===== config.mk =====
export PLATFORM = sky130hd
export DESIGN_NAME = mem_stream_reader
export DESIGN_NICKNAME = d
export VERILOG_FILES = /design/src/rtl/mem_stream_reader.sv
export SDC_FILE = /design/constraint.sdc
export NUM_CORES = 1
export LEC_CHECK = 0
export ABC_CLOCK_PERIOD_IN_PS = 3000
export CAP_MARGIN = 10
export CORE_UTILIZATION = 50
export DETAILED_ROUTE_END_ITERATION = 12
export PLACE_DENSITY = 0.8
export SLEW_MARGIN = 20
export SYNTH_ARGS = -nofsm -noshare
export SYNTH_HDL_FRONTEND = slang
export SYNTH_SLANG_ARGS = --single-unit

===== constraint.sdc =====
create_clock -name aclk -period 3 [get_ports aclk]
set_clock_uncertainty 0.15 [all_clocks]
set_input_delay 0.9 -clock aclk [delete_from_list [all_inputs] [get_ports aclk]]
set_output_delay 0.9 -clock aclk [all_outputs]
set_load 0.005 [all_outputs]

===== src/rtl/mem_stream_reader.sv =====
// mem_stream_reader: reads NM parallel memories one shared address at a time.
// For each address it streams the captured NM*B-bit word as NM/L AXI-Stream beats.
// The transfer starts at ADDR_REG and covers LEN_REG addresses (0 means 2**N).
// The address wraps modulo 2**N.
// Optional feature: define MEM_STREAM_READER_TUSER_EN to add m_axis_tuser.
// m_axis_tuser carries {address, beat index} alongside m_axis_tdata.
module mem_stream_reader #(
    parameter  int NM     = 8,   // memories read in parallel, power of 2
    parameter  int N      = 8,   // address width, depth 2**N
    parameter  int B      = 8,   // data width per memory
    parameter  int L      = 1,   // memory words per beat, power of 2, 1..NM
    parameter  int RD_LAT = 1,   // memory read latency, 1..4
    localparam int NB     = NM / L,
    localparam int BW     = (NB > 1) ? $clog2(NB) : 1
) (
    input  logic            aclk,
    input  logic            aresetn,
    output logic [N-1:0]    mem_addr,
    input  logic [NM*B-1:0] mem_dout,
    output logic            m_axis_tvalid,
    input  logic            m_axis_tready,
    output logic [L*B-1:0]  m_axis_tdata,
    output logic            m_axis_tlast,
`ifdef MEM_STREAM_READER_TUSER_EN
    output logic [N+BW-1:0] m_axis_tuser,
`endif
    input  logic            START_REG,
    input  logic [N-1:0]    ADDR_REG,
    input  logic [N-1:0]    LEN_REG,
    output logic            BUSY_REG
);

    typedef enum logic [2:0] {
        S_IDLE,
        S_READ,
        S_WAIT,
        S_WRITE,
        S_END
    } state_t;

    state_t          r_state;
    state_t          w_next_state;

    logic            r_start_meta;
    logic            r_start_sync;

    logic [N-1:0]    r_addr;      // current address, also drives mem_addr
    logic [N:0]      r_left;      // addresses remaining, including the current one
    logic [2:0]      r_lat_cnt;   // cycles spent in WAIT
    logic [NM*B-1:0] r_capture;   // word captured from all memories
    logic [BW-1:0]   r_beat;      // beat index within the captured word

    logic            w_handshake;
    logic            w_last_beat;
    logic            w_last_word;
    logic            w_wait_done;
    logic [L*B-1:0]  w_beat_data;

    assign w_handshake = (r_state == S_WRITE) && m_axis_tready;
    assign w_last_beat = (r_beat == BW'(NB - 1));
    assign w_last_word = (r_left == (N+1)'(1));
    assign w_wait_done = (r_lat_cnt == 3'(RD_LAT - 1));
    assign w_beat_data = r_capture[int'(r_beat) * (L*B) +: L*B];

    // mem_addr holds between READ phases because r_addr only moves when entering READ.
    assign mem_addr = r_addr;

    // Two-flop resynchroniser for the asynchronous level-sensitive start.
    always_ff @(posedge aclk or negedge aresetn) begin
        if (!aresetn) begin
            r_start_meta <= 1'b0;
            r_start_sync <= 1'b0;
        end else begin
            // NOTE: non-blocking so both flops sample their inputs from before the edge.
            r_start_meta <= START_REG;
            r_start_sync <= r_start_meta;
        end
    end

    // State register.
    always_ff @(posedge aclk or negedge aresetn) begin
        if (!aresetn) begin
            r_state <= S_IDLE;
        end else begin
            r_state <= w_next_state;
        end
    end

    // Next-state logic.
    always_comb begin
        // NOTE: default first so every path assigns it and no latch is inferred.
        w_next_state = r_state;
        case (r_state)
            S_IDLE:  if (r_start_sync) w_next_state = S_READ;
            S_READ:  w_next_state = S_WAIT;
            S_WAIT:  if (w_wait_done) w_next_state = S_WRITE;
            S_WRITE: begin
                if (w_handshake && w_last_beat) begin
                    w_next_state = w_last_word ? S_END : S_READ;
                end
            end
            S_END:   if (!r_start_sync) w_next_state = S_IDLE;
            default: w_next_state = S_IDLE;
        endcase
    end

    // Datapath: latch parameters, count wait cycles, capture data, step beats/addresses.
    always_ff @(posedge aclk or negedge aresetn) begin
        if (!aresetn) begin
            r_addr    <= '0;
            r_left    <= '0;
            r_lat_cnt <= '0;
            // NOTE: the capture register is reset too, so no stale word can reach tdata after reset.
            r_capture <= '0;
            r_beat    <= '0;
        end else begin
            case (r_state)
                S_IDLE: begin
                    if (r_start_sync) begin
                        r_addr <= ADDR_REG;
                        r_left <= (LEN_REG == '0) ? {1'b1, {N{1'b0}}} : {1'b0, LEN_REG};
                        r_beat <= '0;
                    end
                end
                S_READ: begin
                    r_lat_cnt <= '0;
                end
                S_WAIT: begin
                    r_lat_cnt <= r_lat_cnt + 3'd1;
                    if (w_wait_done) begin
                        r_capture <= mem_dout;
                    end
                end
                S_WRITE: begin
                    if (w_handshake) begin
                        if (w_last_beat) begin
                            r_beat <= '0;
                            r_left <= r_left - (N+1)'(1);
                            if (!w_last_word) begin
                                r_addr <= r_addr + N'(1);
                            end
                        end else begin
                            r_beat <= r_beat + BW'(1);
                        end
                    end
                end
                default: begin
                end
            endcase
        end
    end

    // Output decode from the current state.
    always_comb begin
        m_axis_tvalid = 1'b0;
        m_axis_tdata  = '0;
        m_axis_tlast  = 1'b0;
        BUSY_REG      = 1'b0;
        case (r_state)
            S_READ, S_WAIT: BUSY_REG = 1'b1;
            S_WRITE: begin
                BUSY_REG      = 1'b1;
                m_axis_tvalid = 1'b1;
                m_axis_tdata  = w_beat_data;
                m_axis_tlast  = w_last_beat && w_last_word;
            end
            default: begin
            end
        endcase
    end

`ifdef MEM_STREAM_READER_TUSER_EN
    // Sideband {address, beat index}, held by the same registers as tdata.
    always_comb begin
        m_axis_tuser = '0;
        if (r_state == S_WRITE) begin
            m_axis_tuser = {r_addr, r_beat};
        end
    end
`endif

endmodule

==> impl_metrics.csv <==
group,metric,value,unit
status,status,"completed",
critical_path,crit_type,"reg2out",
critical_path,worstSetupStartpoint,"r_beat[0]",
critical_path,path_delay_family,"multiplexers",
floorplan,die_area,0.009402,mm^2
critical_path,r2r-start,"r_beat[1]",
timing,tightest_slew,809.1,ps
global_routing,top_usage_layer,"met2",
critical_path,critical_path.endpoint_type,"output pin",
critical_path,ff2ff_path_depth,6,
power_and_ir_drop,total_power,5.922,mW
global_routing,use_met2,0.4155,
timing,hold_viol,0,
timing,final.period_utilization,0.9987,
global_routing,antenna_found_initial,0,
route,drc_errors,0,
global_routing,grt_pass1_vias,3455,
placement,dp_hpwl,7459,um
floorplan,initial_core_util,0.5171,
cells_and_area,diodes,0,
critical_path,worstPathRequired,1950,ps
clocking,cts-hold-fix-buffers,0,
timing,slew-limit-headroom,0.4556,
cells_and_area,syn2layout_area_growth,32.13,%
power_and_ir_drop,seqPwrFrac,0.398,
power_and_ir_drop,vdd_drop_max,0.0005732,V
global_routing,grt_use_total,0.2333,
flow_run,drv_cap,0,
power_and_ir_drop,power.switching,2.065,mW
route,drt-total-wl,10690,um
timing,rsz0062_at_grt,"true",
synthesis,synthTopCellsByArea,"dfrtp_1 51%, mux2_2 16%, mux4_2 8.0%",
critical_path,ff2ff_setup_slack,750,ps
timing,max_freq,0.3338,GHz
placement,io_buffers,102,
route,vias_per_cell,5.747,
critical_path,critPathBufInv,4,
power_and_ir_drop,internal_power,3.857,mW
synthesis,yosys_warnings,0,
global_routing,grt_max_degree,65,
clocking,h-tree-depth,3,
clocking,cts_tree,"yes",
synthesis,synth_area_per_cell,12.46,um^2
route,via_count,3362,
timing,drv_slew,0,
floorplan,coreArea,0.008721,mm^2
clocking,cts_sinks,92,
synthesis,ys_async_sr_fraction,1.000,
global_routing,grt_remaining_overflow,0,
power_and_ir_drop,power.density,994.0,mW/mm^2
clocking,path_clk_slew,90,ps
cells_and_area,fin_util,0.6832,
clocking,numCtsBuffers,9,
synthesis,synth_top_cell_area_share,0.5105,
route,dr.first_iter.drc_count,132,
clocking,clock-root-buffer,"clkbuf_8",
cells_and_area,fillers,595,
placement,routabilityCongestion,0.8590,
synthesis,ys.flop_type,"dfrtp_1",
synthesis,synth_most_common_cell,"dfrtp_1",
critical_path,critical_path.cell_chain,"buf_6 > buf_12 > buf_16 > mux4_2 > mux2i_1 > nor2_1 > buf_2",
global_routing,grt_pass1_wl,17180,um
timing,fin_tns_setup,0,ps
floorplan,ios,103,
cells_and_area,drive_gt1_frac,0.2809,
critical_path,crit_end,"m_axis_tdata[5]",
power_and_ir_drop,pwr-share-comb,0.463,
route,drtPass1Iterations,4,
route,antenna_left,0,
critical_path,worstPathArrival,1950,ps
synthesis,netlist_instances,362,
critical_path,crit_fanout,6,
critical_path,path_depth,7,
synthesis,ys_ff_latch,92,
clocking,clock_latency,350,ps
cells_and_area,nNetsFinal,563,
placement,preCtsSetupSlack,43.10,ps
synthesis,synth_area_leader_cell,"dfrtp_1",
worst_hold_path,hp-class,"reg2reg",
timing,fin_ws,3.811,ps
floorplan,die_h,96.97,um
floorplan,rows,34,
critical_path,cp_slowest_stage_delay,410,ps
power_and_ir_drop,pwr-share-clk,0.139,
critical_path,r2r_end,"mem_addr[0]",
synthesis,ys_types,38,
clocking,clockBufferDepth,2,
power_and_ir_drop,p_leak,2.496,nW
timing,setup_viol,0,
global_routing,met1_usage,0.2701,
synthesis,yosysSeqAreaShare,0.5105,
floorplan,die_w,96.97,um
critical_path,startpoint_type,"flop",
route,wl_per_cell,18.28,um
critical_path,cp_slowest_cell,"dfrtp_2",
timing,period_minus_slack,2996,ps
synthesis,netlist_area,0.004509,mm^2
synthesis,synth_edf_count,0,
global_routing,grt_use_met3,0.06286,
synthesis,synthTopCellsByCount,"92 x dfrtp_1, 65 x mux2_2, 24 x o21ai_0",
power_and_ir_drop,netSwitchingFraction,0.3486,
synthesis,syn-num-nets,453,
-- registers in the layout, summed over array words and instances (netlist names) --
| register | flops |
|---|---|
| r_left | 9 |
| r_capture | 64 |
| r_start_sync | 1 |
| mem_addr | 8 |
| r_lat_cnt | 3 |
| r_start_meta | 1 |
| r_state | 3 |
| r_beat | 3 |
-- worst min path at each step --
stage                         endpoint         start  slack [ps]  cells past startpoint
after floorplan           r_start_sync  r_start_meta         180                      0
after global placement    r_start_sync  r_start_meta         180                      0
after detailed placement  r_start_sync  r_start_meta         190                      0
after CTS                 r_start_sync  r_start_meta         210                      0
after global routing      r_start_sync  r_start_meta         210                      0
final                     r_start_sync  r_start_meta         200                      0
-- final cells by class --
| class | instances | area [um^2] | area share |
|---|---|---|---|
| multi-input cells | 234 | 2079 | 0.3490 |
| clock buffers | 11 | 131.4 | 0.02205 |
| inverters | 14 | 52.55 | 0.008820 |
| repair buffers | 121 | 1189 | 0.1995 |
| clock inverters | 5 | 62.56 | 0.01050 |
| flip-flops and latches | 92 | 2308 | 0.3874 |
| well taps | 108 | 135.1 | 0.02268 |
-- placed cells by master, fill, tap and decap left out, drive strengths merged, types with 13 or more instances in the layout --
cell	synthesis	layout
mux2	65	65
inv	14	14
clkdlybuf4s50	0	92
buf	14	26
o21ai	24	24
mux4	16	16
nor2	21	21
dfrtp	92	92
clkbuf	8	13
-- metrics by stage --
| stage | cells | area, um^2 | hold WS (ps) |
|---|---|---|---|
| after floorplan | 362 | 4509 | 181.2 |
| after global placement | 564 | 5700 | 184.1 |
| after detailed placement | 564 | 5700 | 186.4 |
| after CTS | 584 | 5949 | 205.4 |
| after global routing | 585 | 5958 | 208.6 |
| final | 585 | 5958 | 202.2 |
-- per-layer routing --
layer,routed length (um),vias to the layer above
met3,698,21
met5,0,-
met2,5661,115
met4,184,0
met1,4146,1666
li1,-,1560
-- what timing repair did --
item                                    4_1_cts  5_1_grt
buffers inserted                              3        2
endpoints found under the setup margin        9       11
gates cloned                                  1        0
pin swaps                                     1        3
resized for setup                            34       11
-- power by group through the flow --
| stage | Combinational, mW | Clock (mW) | Sequential [mW] |
|---|---|---|---|
| after floorplan | 1.86 | 0 | 2.12 |
| after global routing | 2.99 | 0.893 | 2.41 |
| final | 2.74 | 0.823 | 2.36 |
| after CTS | 2.75 | 0.839 | 2.34 |
| after global placement | 2.65 | 0 | 2.31 |
| after detailed placement | 2.75 | 0 | 2.35 |
-- logic make-up after synthesis --
family	share of synthesized area
AOI/OAI and AO/OA	0.08712
and+or+nand+nor	0.08019
buffers and inverters	0.03607
DFF	0.5105
muxes	0.2666
adders and majority gates	0.01942
Power figures use the tool's default switching activity.
